`src/rtl/pipelined_control_unit_if.sv`:
```
// Fetch/hazard-side inputs and decode/execute control outputs of the control unit.
// CU_PERF_COUNTERS_EN adds the instr_count / bubble_count performance outputs.
interface pipelined_control_unit_if #(
    parameter int OP_W  = 4,
    parameter int ALU_W = 4
);
    logic             instr_valid;
    logic [OP_W-1:0]  operation;
    logic             imm;
    logic             stall;
    logic             flush;
    logic             resume;
    logic             fetch_en;
    logic             ex_valid;
    logic             regWrite;
    logic             memWrite;
    logic             jump;
    logic             branch;
    logic             aluSrc;
    logic             a1Source;
    logic             mxSource;
    logic [1:0]       resultSrc;
    logic [ALU_W-1:0] aluControl;
    logic             stop;
    logic             halted;
    logic             readDataVGA;
`ifdef CU_PERF_COUNTERS_EN
    logic [31:0]      instr_count;
    logic [31:0]      bubble_count;
`endif

    modport master (
        output instr_valid, operation, imm, stall, flush, resume,
        input  fetch_en, ex_valid, regWrite, memWrite, jump, branch, aluSrc,
        input  a1Source, mxSource, resultSrc, aluControl, stop, halted, readDataVGA
`ifdef CU_PERF_COUNTERS_EN
        , input instr_count, bubble_count
`endif
    );

    modport slave (
        input  instr_valid, operation, imm, stall, flush, resume,
        output fetch_en, ex_valid, regWrite, memWrite, jump, branch, aluSrc,
        output a1Source, mxSource, resultSrc, aluControl, stop, halted, readDataVGA
`ifdef CU_PERF_COUNTERS_EN
        , output instr_count, bubble_count
`endif
    );
endinterface

```
`src/rtl/pipelined_control_unit.sv`:
```
// Decodes opcode+imm into a registered decode/execute control word, with END/drain/halt FSM (perf counters: CU_PERF_COUNTERS_EN).
// Latency: one edge from operation/instr_valid to the ex_* outputs; stop/halted are registered.
// Backpressure: stall holds the word, flush loads a bubble; fetch_en drops while stalled or not running.
module pipelined_control_unit #(
    parameter int OP_W         = 4,
    parameter int ALU_W        = 4,
    parameter int DRAIN_CYCLES = 3
) (
    input logic                   clk,
    input logic                   rst_n,
    pipelined_control_unit_if.slave cu
);
    localparam logic [1:0] RUN    = 2'd0;
    localparam logic [1:0] DRAIN  = 2'd1;
    localparam logic [1:0] HALTED = 2'd2;

    typedef struct packed {
        logic             exValid;
        logic             regWrite;
        logic             memWrite;
        logic             jump;
        logic             branch;
        logic             aluSrc;
        logic             a1Source;
        logic             mxSource;
        logic [1:0]       resultSrc;
        logic [ALU_W-1:0] aluControl;
    } ctrl_t;

    localparam ctrl_t BUBBLE = '0;

    logic [1:0]  state, nextState;
    logic [3:0]  drainCnt, nextCnt;
    ctrl_t       exReg, decoded;
    logic        stopReg, haltedReg, vgaReg;
    logic [31:0] opVal;
    logic        isEnd, running, loadWord, acceptEnd, runBubble;

    assign opVal = 32'(cu.operation);
    assign isEnd = (opVal >= 32'd13);

    always_comb begin
        decoded            = BUBBLE;
        decoded.exValid    = 1'b1;
        decoded.aluControl = (opVal <= 32'd11) ? ALU_W'(cu.operation) : '0;
        case (opVal)
            32'd0, 32'd1, 32'd2, 32'd3, 32'd4: decoded.regWrite = 1'b1;
            32'd5: begin
                decoded.aluSrc   = cu.imm;
                decoded.a1Source = 1'b1;
            end
            32'd6: begin
                decoded.regWrite = 1'b1;
                decoded.aluSrc   = cu.imm;
                decoded.a1Source = 1'b1;
                decoded.mxSource = cu.imm;
            end
            32'd7: begin
                decoded.regWrite  = 1'b1;
                decoded.resultSrc = 2'b01;
            end
            32'd8: begin
                decoded.memWrite  = 1'b1;
                decoded.resultSrc = 2'b01;
            end
            32'd9: begin
                decoded.jump      = 1'b1;
                decoded.resultSrc = 2'b01;
            end
            32'd10: begin
                decoded.jump      = 1'b1;
                decoded.branch    = 1'b1;
                decoded.resultSrc = 2'b01;
            end
            32'd11: begin
                decoded.branch    = 1'b1;
                decoded.resultSrc = 2'b01;
            end
            default: ;
        endcase
    end

    // Flush beats stall beats idle; an END only counts when it would otherwise load.
    assign running   = (state == RUN);
    assign loadWord  = running && !cu.flush && !cu.stall && cu.instr_valid && !isEnd;
    assign acceptEnd = running && !cu.flush && !cu.stall && cu.instr_valid && isEnd;
    assign runBubble = running && (cu.flush || (!cu.stall && (!cu.instr_valid || isEnd)));
    assign cu.fetch_en = running && !cu.stall;

    always_comb begin
        nextState = state;
        nextCnt   = drainCnt;
        case (state)
            RUN: begin
                if (acceptEnd) begin
                    nextState = DRAIN;
                    nextCnt   = 4'(DRAIN_CYCLES - 1);
                end
            end
            DRAIN: begin
                if (drainCnt == 4'd0) nextState = HALTED;
                else                  nextCnt   = drainCnt - 4'd1;
            end
            HALTED: begin
                if (cu.resume) nextState = RUN;
            end
            default: nextState = RUN;
        endcase
    end

    always_ff @(posedge clk or negedge rst_n) begin
        if (!rst_n) begin
            state     <= RUN;
            drainCnt  <= 4'd0;
            exReg     <= BUBBLE;
            stopReg   <= 1'b0;
            haltedReg <= 1'b0;
            vgaReg    <= 1'b0;
        end else begin
            state     <= nextState;
            drainCnt  <= nextCnt;
            stopReg   <= acceptEnd;
            haltedReg <= (nextState == HALTED);
            vgaReg    <= (nextState == HALTED);
            if (loadWord)
                exReg <= decoded;
            else if (runBubble || !running)
                exReg <= BUBBLE;
        end
    end

    assign cu.ex_valid    = exReg.exValid;
    assign cu.regWrite    = exReg.regWrite;
    assign cu.memWrite    = exReg.memWrite;
    assign cu.jump        = exReg.jump;
    assign cu.branch      = exReg.branch;
    assign cu.aluSrc      = exReg.aluSrc;
    assign cu.a1Source    = exReg.a1Source;
    assign cu.mxSource    = exReg.mxSource;
    assign cu.resultSrc   = exReg.resultSrc;
    assign cu.aluControl  = exReg.aluControl;
    assign cu.stop        = stopReg;
    assign cu.halted      = haltedReg;
    assign cu.readDataVGA = vgaReg;

`ifdef CU_PERF_COUNTERS_EN
    logic [31:0] instrCnt, bubbleCnt;

    // Bubbles held while HALTED are not counted; both counters saturate.
    always_ff @(posedge clk or negedge rst_n) begin
        if (!rst_n) begin
            instrCnt  <= 32'd0;
            bubbleCnt <= 32'd0;
        end else begin
            if (loadWord && instrCnt != 32'hFFFF_FFFF)
                instrCnt <= instrCnt + 32'd1;
            if ((runBubble || state == DRAIN) && bubbleCnt != 32'hFFFF_FFFF)
                bubbleCnt <= bubbleCnt + 32'd1;
        end
    end

    assign cu.instr_count  = instrCnt;
    assign cu.bubble_count = bubbleCnt;
`endif
endmodule

```
`src/flat_wrapper.sv`:
```
// flat-port wrapper written by rule: the top's interface ports become plain ports
module pipelined_control_unit_flat 
#(
    parameter int OP_W         = 4,
    parameter int ALU_W        = 4,
    parameter int DRAIN_CYCLES = 3
)
  (clk, rst_n, cu_instr_valid, cu_operation, cu_imm, cu_stall, cu_flush, cu_resume, cu_fetch_en, cu_ex_valid, cu_regWrite, cu_memWrite, cu_jump, cu_branch, cu_aluSrc, cu_a1Source, cu_mxSource, cu_resultSrc, cu_aluControl, cu_stop, cu_halted, cu_readDataVGA);
  pipelined_control_unit_if #(.OP_W(OP_W), .ALU_W(ALU_W)) cu_i ();
  input logic clk;
  input logic rst_n;
  input wire logic [$bits(cu_i.instr_valid)-1:0] cu_instr_valid;
  input wire logic [$bits(cu_i.operation)-1:0] cu_operation;
  input wire logic [$bits(cu_i.imm)-1:0] cu_imm;
  input wire logic [$bits(cu_i.stall)-1:0] cu_stall;
  input wire logic [$bits(cu_i.flush)-1:0] cu_flush;
  input wire logic [$bits(cu_i.resume)-1:0] cu_resume;
  output wire logic [$bits(cu_i.fetch_en)-1:0] cu_fetch_en;
  output wire logic [$bits(cu_i.ex_valid)-1:0] cu_ex_valid;
  output wire logic [$bits(cu_i.regWrite)-1:0] cu_regWrite;
  output wire logic [$bits(cu_i.memWrite)-1:0] cu_memWrite;
  output wire logic [$bits(cu_i.jump)-1:0] cu_jump;
  output wire logic [$bits(cu_i.branch)-1:0] cu_branch;
  output wire logic [$bits(cu_i.aluSrc)-1:0] cu_aluSrc;
  output wire logic [$bits(cu_i.a1Source)-1:0] cu_a1Source;
  output wire logic [$bits(cu_i.mxSource)-1:0] cu_mxSource;
  output wire logic [$bits(cu_i.resultSrc)-1:0] cu_resultSrc;
  output wire logic [$bits(cu_i.aluControl)-1:0] cu_aluControl;
  output wire logic [$bits(cu_i.stop)-1:0] cu_stop;
  output wire logic [$bits(cu_i.halted)-1:0] cu_halted;
  output wire logic [$bits(cu_i.readDataVGA)-1:0] cu_readDataVGA;
  assign cu_i.instr_valid = cu_instr_valid;
  assign cu_i.operation = cu_operation;
  assign cu_i.imm = cu_imm;
  assign cu_i.stall = cu_stall;
  assign cu_i.flush = cu_flush;
  assign cu_i.resume = cu_resume;
  assign cu_fetch_en = cu_i.fetch_en;
  assign cu_ex_valid = cu_i.ex_valid;
  assign cu_regWrite = cu_i.regWrite;
  assign cu_memWrite = cu_i.memWrite;
  assign cu_jump = cu_i.jump;
  assign cu_branch = cu_i.branch;
  assign cu_aluSrc = cu_i.aluSrc;
  assign cu_a1Source = cu_i.a1Source;
  assign cu_mxSource = cu_i.mxSource;
  assign cu_resultSrc = cu_i.resultSrc;
  assign cu_aluControl = cu_i.aluControl;
  assign cu_stop = cu_i.stop;
  assign cu_halted = cu_i.halted;
  assign cu_readDataVGA = cu_i.readDataVGA;
  pipelined_control_unit #(.OP_W(OP_W), .ALU_W(ALU_W), .DRAIN_CYCLES(DRAIN_CYCLES)) u_core (.clk(clk), .rst_n(rst_n), .cu(cu_i));
endmodule
```
`config.mk`:
```
export PLATFORM = sky130hd
export DESIGN_NAME = pipelined_control_unit_flat
export DESIGN_NICKNAME = d
export VERILOG_FILES = /design/src/rtl/pipelined_control_unit_if.sv /design/src/rtl/pipelined_control_unit.sv /design/src/flat_wrapper.sv
export SDC_FILE = /design/constraint.sdc
export NUM_CORES = 1
export LEC_CHECK = 0
export ABC_CLOCK_PERIOD_IN_PS = 1900
export BUFFER_PORTS_ARGS = -buffer_cell sky130_fd_sc_hd__buf_4
export CAP_MARGIN = 20
export CORE_AREA = 2 2 51 53
export CTS_CLUSTER_DIAMETER = 30
export DETAILED_ROUTE_END_ITERATION = 7
export DIE_AREA = 0 0 53 55
export PLACE_DENSITY = 0.69
export SYNTH_ARGS = -nofsm -noshare
export SYNTH_HDL_FRONTEND = slang
export SYNTH_SLANG_ARGS = --single-unit
```
`constraint.sdc`:
```
create_clock -name clk -period 1.9 [get_ports clk]
set_clock_uncertainty 0.2 [all_clocks]
set_input_delay 0.095 -clock clk [delete_from_list [all_inputs] [get_ports clk]]
set_output_delay 0.095 -clock clk [all_outputs]
set_load 0.05 [all_outputs]
```
==> metrics.log, run 1 <==
INFO  metric drt_iter0_drc = 13
INFO  metric routed_wire_length_per_instance = 14.77 um
INFO  metric synth_sequential_area_ratio = 0.5364
INFO  metric dominantRegCellSynth = dfrtp_1
INFO  metric critPathKind = in2reg
INFO  metric number_of_global_route_vias_before_repair = 757
INFO  metric cts_tree = built
INFO  metric critPathRequiredTime = 1.94 ns
INFO  metric critPathLaunchType = input pin
INFO  metric grt_overflow_total = 0
INFO  metric drt_pre_antenna_iters = 4
INFO  metric worst-r2r-cell-count = 3
INFO  metric setup_viol_count_final = 0
INFO  metric rsz0062_at_grt = false
INFO  metric clk_transition_reported_paths = 0.11 ns
INFO  metric max_clock_freq = 536.1 MHz
INFO  metric share_of_the_synthesized_area_in_the_top_cell_type = 0.5364
INFO  metric grt_first_pass_wirelength = 3.519 mm
INFO  metric r2r_setup_slack = 0.07 ns
INFO  metric ys_types = 36
INFO  metric number_of_flops_mapped_to_enable_cells_by_yosys = 0
INFO  metric status = finished, final reports clean
INFO  metric ranking_of_synthesized_cells_by_area = dfrtp_1 (54%), a22o_1 (5.4%), a32o_1 (3.1%), nor2_1 (3.1%), ha_1 (2.6%)
INFO  metric die_height = 55 um
INFO  metric slew_headroom = 0.6035
INFO  metric area_growth = 40.23%
INFO  metric timing.final.max_slew_violations = 0
INFO  metric wl = 2.363 mm
INFO  metric total_die_area = 2915 um2
INFO  metric synth-warning-count = 0
INFO  metric nets = 144
INFO  metric r2r-start = u_core.state[0]$_DFF_PN0_
INFO  metric route.layer.met1.wl = 1.114 mm
INFO  metric finalNonFillerCells = 160
INFO  metric route.vias.total = 847
INFO  metric nFillCells = 210
INFO  metric clk-insertion-delay-late = 0.31 ns
INFO  metric hold_path_class = in2async
INFO  metric hold_slack = 0.005906 ns
INFO  metric most-common-layout-cells = buf_4 (33), dfrtp_1 (21), dlygate4sd3_1 (11)
INFO  metric cts-root-buf = clkbuf_4
INFO  metric place_inst = 145
INFO  metric grt_start_max_net_pins = 22
INFO  metric cts_made_buffers = 3
INFO  metric async_flop_share = 1.000
INFO  metric vias_per_cell = 5.294
INFO  metric post_cts.repair.setup_buffers = 0
INFO  metric hpwlAfterDp = 1.552 mm
INFO  metric end_kind = flip-flop
INFO  metric ios = 29
INFO  metric clock_path_buffers = 2
INFO  metric drcViolationCount = 0
INFO  metric reg2reg_to = u_core.drainCnt[3]$_DFFE_PN0P_
INFO  metric chipWidth = 53 um
INFO  metric finalCritPeriodShare = 0.9818
INFO  metric total_leakage_power = 0.0006882 uW
INFO  metric max_slew.worst_pin.slew = 0.5868 ns
INFO  metric port_buffers = 27
INFO  metric cp.arrival = 1.91 ns
INFO  metric vdd.ir_drop.worst = 0.8570 mV
INFO  metric final_antenna_net_count = 0
INFO  metric max_used_layer = met4
INFO  metric maximum_fanout_along_the_worst_path = 8
INFO  metric routed-wl-met2 = 1.128 mm
INFO  metric ys_ff_latch = 21
INFO  metric setup_tns = 0 ns
INFO  metric timing_hold_violations_final = 0
INFO  metric period_minus_slack = 1.865 ns
INFO  metric cts_num_sinks = 21
INFO  metric gp_congestion = 0.7063
INFO  metric finalCoreUtilization = 0.5810
INFO  metric floorplan.rows = 18
INFO  metric register_area = 525.5 um2
INFO  metric cap_violations = 0
INFO  metric cts.htree.levels = 1
INFO  metric track_usage = 0.1713
INFO  metric post-synth-top-area-cell = dfrtp_1
INFO  metric multiInputGateArea = 406.6 um2
INFO  metric syn_nets = 100
INFO  metric dr_wl_met3 = 96 um
INFO  metric grt_antenna_before_repair = 0
INFO  metric synthesis.area = 979.7 um2
INFO  metric layout-drive-gt1-share = 0.3000
INFO  metric post_synth_inst_count = 87
INFO  metric fp.coreArea = 2365 um2
INFO  metric final_common_cell = buf_4
INFO  metric initial_core_util = 0.4143
INFO  metric antenna-diode-count = 0
INFO  metric syn_area_per_cell = 11.26 um2
INFO  metric power_density = 967.8 nW/um2
-- cell families (layout without fill, tap and decap cells) --
family / count (synthesis) / count (layout) / synth area share
flip-flops: 21 / 21 / 0.5364
other: 1 / 1 / 0.003828
AND/OR/NAND/NOR: 30 / 30 / 0.1878
multiplexers: 1 / 1 / 0.01022
XOR/XNOR: 1 / 1 / 0.008942
adder cells (fa/ha/maj): 2 / 2 / 0.02554
buffers and inverters: 10 / 53 / 0.05364
AO/OA/AOI/OAI: 21 / 21 / 0.1737
-- critical path, cell delays in order --
cell,delay (ns)
dlygate4sd3_1,0.54
buf_4,0.17
o211ai_1,0.29
a31oi_1,0.14
dlygate4sd3_1,0.57
nor2_1,0.10
-- state kept, by name, summed over array words and instances (netlist names) --
signal / count
u_core.cu.a1Source: 1
u_core.cu.aluControl: 4
u_core.cu.aluSrc: 1
u_core.cu.branch: 1
u_core.cu.ex_valid: 1
u_core.cu.halted: 1
u_core.cu.jump: 1
u_core.cu.memWrite: 1
u_core.cu.mxSource: 1
u_core.cu.regWrite: 1
u_core.cu.resultSrc: 1
u_core.cu.stop: 1
u_core.drainCnt: 4
u_core.state: 2
-- cells in the mapped netlist (all sizes together), types with 2 or more instances --
cell type	instances
dfrtp	21
nor2	8
a22o	6
inv	5
a32o	3
buf	3
nor3b	3
or3	3
a21oi	2
a311o	2
a31oi	2
clkbuf	2
ha	2
nand2	2
nand2b	2
nand4b	2
nor4	2
-- metal layers --
metal,vias up,GRT usage
met5,-,0
met4,0,0.06410
met3,3,0.02688
met2,28,0.2792
met1,410,0.2326
li1,406,-
-- timing repair --
item | 4_1_cts | 5_1_grt
hold buffers | 12 | 0
resized for setup | 0 | 1
hold endpoints to repair | 35 | 0
endpoints found under the setup margin | 0 | 25
-- worst max-delay path by stage --
stage | start | end | slack, ns | cells after the start
after floorplan | u_core.state[0]$_DFF_PN0_ | u_core.drainCnt[3]$_DFFE_PN0P_ | 0.002 | 4
after global placement | u_core.drainCnt[0]$_DFFE_PN0P_ | u_core.drainCnt[2]$_DFFE_PN0P_ | 0.09 | 5
after detailed placement | u_core.drainCnt[0]$_DFFE_PN0P_ | u_core.drainCnt[3]$_DFFE_PN0P_ | 0.06 | 5
after CTS | u_core.drainCnt[0]$_DFFE_PN0P_ | u_core.drainCnt[3]$_DFFE_PN0P_ | 0.03 | 5
after global routing | cu_operation[1] | u_core.cu.ex_valid$_DFFE_PN0P_ | 0.0006 | 6
final | cu_operation[1] | u_core.cu.ex_valid$_DFFE_PN0P_ | 0.03 | 6
-- report_power, final --
part	internal (uW)	leakage [uW]	switching, uW
registers	514	0.000284	51.0
logic	229	0.000386	325
clock network	78.7	0.0000177	132
total	822	0.000688	508
-- through the flow --
step	setup WS (ns)	instance area, um2	total power (uW)
final	0.03455	1374	1330
after CTS	0.03247	1379	1329
after global placement	0.08804	1231	1074
after detailed placement	0.06445	1231	1096
after floorplan	0.002444	979.7	921.4
after global routing	0.0006162	1374	1405
-- layout make-up --
type	instances	area share
clock buffer	3	0.01639
clock inverter	1	0.003643
multi-input combinational	56	0.2960
sequential	21	0.3825
timing repair buffer	44	0.2605
inverter	5	0.01366
tap	30	0.02732
(Power assumes the default switching activity.)
==> inputs of run 2 (changes only) <==
--- a/config.mk
+++ b/config.mk
@@ -8,11 +8,13 @@
 export ABC_CLOCK_PERIOD_IN_PS = 1900
 export BUFFER_PORTS_ARGS = -buffer_cell sky130_fd_sc_hd__buf_4
 export CAP_MARGIN = 20
-export CORE_AREA = 2 2 51 53
+export CELL_PAD_IN_SITES_DETAIL_PLACEMENT = 1
+export CELL_PAD_IN_SITES_GLOBAL_PLACEMENT = 2
+export CORE_AREA = 2 2 87 47
 export CTS_CLUSTER_DIAMETER = 30
 export DETAILED_ROUTE_END_ITERATION = 7
-export DIE_AREA = 0 0 53 55
-export PLACE_DENSITY = 0.69
+export DIE_AREA = 0 0 89 49
+export PLACE_DENSITY_LB_ADDON = 0.1
 export SYNTH_ARGS = -nofsm -noshare
 export SYNTH_HDL_FRONTEND = slang
 export SYNTH_SLANG_ARGS = --single-unit
==> metrics.log, run 2 (same netlist as run 1, synthesis figures left out) <==
INFO  metric clk-insertion-delay-late = 0.26 ns
INFO  metric post_route_design_area = 1434 um2
INFO  metric final_antenna_net_count = 0
INFO  metric total_leakage_power = 0.0007071 uW
INFO  metric power_density = 1019 nW/um2
INFO  metric antenna-diode-count = 0
INFO  metric drcViolationCount = 0
INFO  metric fp.coreArea = 3684 um2
INFO  metric nets = 145
INFO  metric ios = 29
INFO  metric nFillCells = 431
INFO  metric hold_path_class = in2reg
INFO  metric worst_path_largest_cell_delay = 0.55 ns
INFO  metric status = finished, final reports clean
INFO  metric grt_first_pass_wirelength = 4.616 mm
INFO  metric critPathRequiredTime = 1.91 ns
INFO  metric routed_wire_length_per_instance = 15.46 um
INFO  metric end_kind = flip-flop
INFO  metric total_die_area = 4361 um2
INFO  metric crit_slowest_cell = dlygate4sd3_1
INFO  metric vias_per_cell = 4.697
INFO  metric gp_congestion = 0.7603
INFO  metric path_buf_inv = 2
INFO  metric setup_viol_count_final = 0
INFO  metric clk_transition_reported_paths = 0.08 ns
INFO  metric dr_wl_met3 = 126 um
INFO  metric track_usage = 0.1420
INFO  metric cts-root-buf = clkbuf_8
INFO  metric placedInstanceArea = 1276 um2
INFO  metric drt_iter0_drc = 33
INFO  metric finalCoreUtilization = 0.3893
INFO  metric finalPower = 1461 uW
INFO  metric area_growth = 46.36%
INFO  metric die_height = 49 um
INFO  metric most-common-layout-cells = buf_4 (35), dfrtp_1 (21), dlygate4sd3_1 (9)
INFO  metric number_of_global_route_vias_before_repair = 904
INFO  metric clock_path_buffers = 2
INFO  metric port_buffers = 27
INFO  metric grt_start_max_net_pins = 22
INFO  metric path_cells = or3_4 -> buf_6 -> a21oi_1 -> dlygate4sd3_1
INFO  metric cp.arrival = 1.85 ns
INFO  metric cts_made_buffers = 3
INFO  metric final_common_cell = buf_4
INFO  metric timing.final.max_slew_violations = 0
INFO  metric critPathLaunchType = flip-flop
INFO  metric max_clock_freq = 542.7 MHz
INFO  metric cap_violations = 0
INFO  metric drt_pre_antenna_iters = 4
INFO  metric critical-path-top-delay-family = buffers and inverters
INFO  metric route.vias.total = 869
INFO  metric timing_hold_violations_final = 0
INFO  metric layout-drive-gt1-share = 0.3282
INFO  metric finalCritPeriodShare = 0.9697
INFO  metric maximum_fanout_along_the_worst_path = 9
INFO  metric route.layer.met1.wl = 1.610 mm
INFO  metric grt_antenna_before_repair = 0
INFO  metric vdd.ir_drop.worst = 0.2579 mV
INFO  metric place_inst = 171
INFO  metric wl = 2.861 mm
INFO  metric cts_num_sinks = 21
INFO  metric max_used_layer = met4
INFO  metric floorplan.rows = 16
INFO  metric initial_core_util = 0.2660
INFO  metric hold_slack = 0.02557 ns
INFO  metric routed-wl-met2 = 1.109 mm
INFO  metric hpwlAfterDp = 1.966 mm
INFO  metric chipWidth = 89 um
INFO  metric period_minus_slack = 1.842 ns
INFO  metric finalNonFillerCells = 185
INFO  metric grt_overflow_total = 0
INFO  metric cts.htree.levels = 1
INFO  metric critPathKind = reg2reg
INFO  metric cts_tree = built
[run 2: cell count changes in the layout (fill, tap and decap cells not counted)]
| cell | previous run | this run |
|---|---|---|
| buf_6 | 0 | 1 |
| buf_4 | 33 | 35 |
| or3_4 | 1 | 2 |
| dlygate4sd3_1 | 11 | 9 |
| clkbuf_4 | 3 | 0 |
| or3_1 | 2 | 1 |
| clkbuf_8 | 0 | 3 |
[run 2: worst reg2reg max path, cell delays in order (launching register included)]
cell and delay, ns:
dfrtp_1 0.39, or3_4 0.39, buf_6 0.15, a21oi_1 0.10, dlygate4sd3_1 0.55
[run 2: what timing repair did]
| item | CTS | global route |
|---|---|---|
| setup endpoints to repair | 2 | 1 |
| resized for setup | 1 | 2 |
| buffers inserted | 0 | 1 |
| endpoints found under the hold margin | 31 | 0 |
| hold buffers | 9 | 0 |
[run 2: cell type report]
class / instances / area (um2) / area share
clock inverters: 1 / 5.005 / 0.003490
multi-input cells: 56 / 411.6 / 0.2871
clock buffers: 3 / 41.29 / 0.02880
well taps: 54 / 67.56 / 0.04712
flip-flops and latches: 21 / 525.5 / 0.3665
repair buffers: 45 / 364.1 / 0.2539
inverters: 5 / 18.77 / 0.01309
[run 2: through the flow]
stage | setup WS [ns] | setup TNS [ns]
6_report | 0.05752 | 0
5_1_grt | -0.004201 | -0.004201
4_1_cts | 0.02615 | 0
3_5_place_dp | 0.01017 | 0
3_3_place_gp | 0.07360 | 0
2_1_floorplan | 0.002444 | 0
[run 2: worst paths after layout]
kind | start | endpoint | slack, ns | depth (start not counted)
setup / recovery | u_core.state[0]$_DFF_PN0_ | u_core.cu.mxSource$_DFFE_PN0P_ | 0.06 | 4
hold / removal | cu_flush | u_core.cu.stop$_DFF_PN0_ | 0.03 | 4
setup reg to reg | u_core.state[0]$_DFF_PN0_ | u_core.cu.mxSource$_DFFE_PN0P_ | 0.06 | 4
hold reg to reg | u_core.cu.aluControl[3]$_DFFE_PN0P_ | u_core.cu.aluControl[3]$_DFFE_PN0P_ | 0.28 | 1
max in group asynchronous | rst_n | u_core.cu.resultSrc[0]$_DFFE_PN0P_ | 1.21 | 2
min in group asynchronous | rst_n | u_core.cu.regWrite$_DFFE_PN0P_ | 0.07 | 2
[run 2: routing by layer]
| metal | vias up | global-route usage |
|---|---|---|
| li1 | 411 | - |
| met1 | 434 | 0.2274 |
| met2 | 22 | 0.1891 |
| met3 | 2 | 0.04061 |
| met4 | 0 | 0.02239 |
| met5 | - | 0 |
[run 2: report_power, final]
group          internal (uW)  leakage, uW  switching (uW)
combinational            256     0.000398             342
sequential               514     0.000284            51.6
clock                    146    0.0000255             150
total                    917     0.000707             544
==> inputs of run 3 (changes only) <==
--- a/config.mk
+++ b/config.mk
@@ -5,15 +5,15 @@
 export SDC_FILE = /design/constraint.sdc
 export NUM_CORES = 1
 export LEC_CHECK = 0
-export ABC_CLOCK_PERIOD_IN_PS = 1900
+export ABC_CLOCK_PERIOD_IN_PS = 1800
 export BUFFER_PORTS_ARGS = -buffer_cell sky130_fd_sc_hd__buf_4
 export CAP_MARGIN = 20
 export CELL_PAD_IN_SITES_DETAIL_PLACEMENT = 1
 export CELL_PAD_IN_SITES_GLOBAL_PLACEMENT = 2
-export CORE_AREA = 2 2 87 47
+export CORE_AREA = 2 2 83 45
 export CTS_CLUSTER_DIAMETER = 30
 export DETAILED_ROUTE_END_ITERATION = 7
-export DIE_AREA = 0 0 89 49
+export DIE_AREA = 0 0 85 47
 export PLACE_DENSITY_LB_ADDON = 0.1
 export SYNTH_ARGS = -nofsm -noshare
 export SYNTH_HDL_FRONTEND = slang
==> constraint.sdc (replaced) <==
create_clock -name clk -period 1.8 [get_ports clk]
set_clock_uncertainty 0.2 [all_clocks]
set_input_delay 0.09 -clock clk [delete_from_list [all_inputs] [get_ports clk]]
set_output_delay 0.09 -clock clk [all_outputs]
set_load 0.05 [all_outputs]
==> metrics.log, run 3 (same netlist as run 1, synthesis figures left out) <==
INFO  metric die_height = 47 um
INFO  metric vias_per_cell = 5.006
INFO  metric clk-insertion-delay-late = 0.26 ns
INFO  metric setup_viol_count_final = 0
INFO  metric drt_iter0_drc = 40
INFO  metric end_kind = flip-flop
INFO  metric area_growth = 46.49%
INFO  metric period_minus_slack = 1.771 ns
INFO  metric r2r_setup_slack = 0.03 ns
INFO  metric wl = 2.744 mm
INFO  metric grt_overflow_total = 0
INFO  metric floorplan.rows = 15
INFO  metric track_usage = 0.1474
INFO  metric cap_violations = 0
INFO  metric nets = 145
INFO  metric status = finished, final reports clean
INFO  metric total_leakage_power = 0.0007037 uW
INFO  metric final_antenna_net_count = 0
INFO  metric gp_congestion = 0.7681
INFO  metric chipWidth = 85 um
INFO  metric cts-root-buf = clkbuf_8
INFO  metric ios = 29
INFO  metric finalPower = 1584 uW
INFO  metric timing.final.max_slew_violations = 0
INFO  metric hold_path_class = in2reg
INFO  metric initial_core_util = 0.2983
INFO  metric route.vias.total = 866
INFO  metric max_clock_freq = 564.7 MHz
INFO  metric most-common-layout-cells = buf_4 (36), dfrtp_1 (21), nor2_1 (8), dlygate4sd3_1 (8), a22o_1 (6)
INFO  metric vdd.ir_drop.worst = 0.4832 mV
INFO  metric fp.coreArea = 3284 um2
INFO  metric hpwlAfterDp = 1.918 mm
INFO  metric port_buffers = 27
INFO  metric grt_start_max_net_pins = 22
INFO  metric cts_made_buffers = 3
INFO  metric timing_hold_violations_final = 0
INFO  metric cts_num_sinks = 21
INFO  metric antenna-diode-count = 0
INFO  metric cts_tree = built
INFO  metric hold_slack = 0.009677 ns
INFO  metric cts.htree.levels = 1
INFO  metric grt_first_pass_wirelength = 4.360 mm
INFO  metric power_density = 1104 nW/um2
INFO  metric clock_path_buffers = 2
INFO  metric total_die_area = 3995 um2
INFO  metric finalCritPeriodShare = 0.9837
INFO  metric critPathKind = reg2reg
INFO  metric critPathLaunchType = flip-flop
INFO  metric cp.arrival = 1.72 ns
INFO  metric drcViolationCount = 0
INFO  metric grt_antenna_before_repair = 0
INFO  metric critPathRequiredTime = 1.75 ns
INFO  metric layout-drive-gt1-share = 0.3511
INFO  metric maximum_fanout_along_the_worst_path = 4
INFO  metric final_common_cell = buf_4
INFO  metric drt_pre_antenna_iters = 4
INFO  metric clk_transition_reported_paths = 0.08 ns
INFO  metric post_cts.repair.setup_buffers = 0
INFO  metric number_of_global_route_vias_before_repair = 842
INFO  metric routed_wire_length_per_instance = 15.86 um
run 3: cell types whose count changed in the layout (fill, tap and decap cells not counted):
cell / delta
buf_4: +1
clkbuf_1: +1
clkinv_2: -1
dlygate4sd3_1: -1
inv_1: -1
inv_2: +1
nor3b_2: -1
nor3b_4: +1
nor4_1: -1
nor4_2: +1
o32ai_1: -1
o32ai_2: +1
run 3: power breakdown:
part	switching (uW)	leakage (uW)	internal (uW)
registers	62.1	0.000284	543
clock network	159	0.0000228	158
logic	368	0.000397	294
total	589	0.000704	996
run 3: cell type report:
cell class              instances  area [um2]
fillers                       363        1849
flip-flops and latches         21       525.5
well taps                      42       52.55
clock buffers                   4       45.04
repair buffers                 45       361.6
multi-input cells              56       431.7
inverters                       5       18.77
run 3: per-stage QoR:
stage / std cells / setup WS [ns] / area, um2 / utilization / TNS (ns)
finish: 173 / 0.02928 / 1435 / 0.4370 / 0
global route: 173 / -0.01104 / 1435 / 0.4370 / -0.01104
CTS: 173 / 0.02016 / 1406 / 0.4282 / 0
detailed placement: 161 / -0.09094 / 1276 / 0.3886 / -0.1692
global placement: 161 / -0.02941 / 1276 / 0.3886 / -0.05677
floorplan: 87 / -0.04703 / 979.7 / - / -0.09405
run 3: routing by layer:
metal,part of all wire,vias to the layer above,GRT usage
met3,0.060,2,0.05272
met1,0.55,428,0.2279
li1,-,411,-
met2,0.39,25,0.1938
met4,0.0047,0,0.02857
met5,0,-,0
run 3: final timing paths:
| check | from | end | cells after the start |
|---|---|---|---|
| max | u_core.state[1]$_DFF_PN0_ | u_core.drainCnt[2]$_DFFE_PN0P_ | 3 |
| max reg2reg | u_core.state[1]$_DFF_PN0_ | u_core.drainCnt[2]$_DFFE_PN0P_ | 3 |
| max in group asynchronous | rst_n | u_core.cu.branch$_DFFE_PN0P_ | 2 |
| min | cu_operation[1] | u_core.cu.memWrite$_DFFE_PN0P_ | 3 |
| min reg2reg | u_core.cu.aluControl[3]$_DFFE_PN0P_ | u_core.cu.aluControl[3]$_DFFE_PN0P_ | 1 |
| min in group asynchronous | rst_n | u_core.cu.stop$_DFF_PN0_ | 2 |
run 3: worst max-delay path, cell delays in order, from the launching register on:
cell,delay (ns)
dfrtp_1,0.39
or3_4,0.38
or3_4,0.41
a311o_1,0.28
run 3: what timing repair did:
item,CTS,global route
setup endpoints to repair,2,5
gates resized for setup,1,6
hold buffers,8,0
hold endpoints to repair,31,0
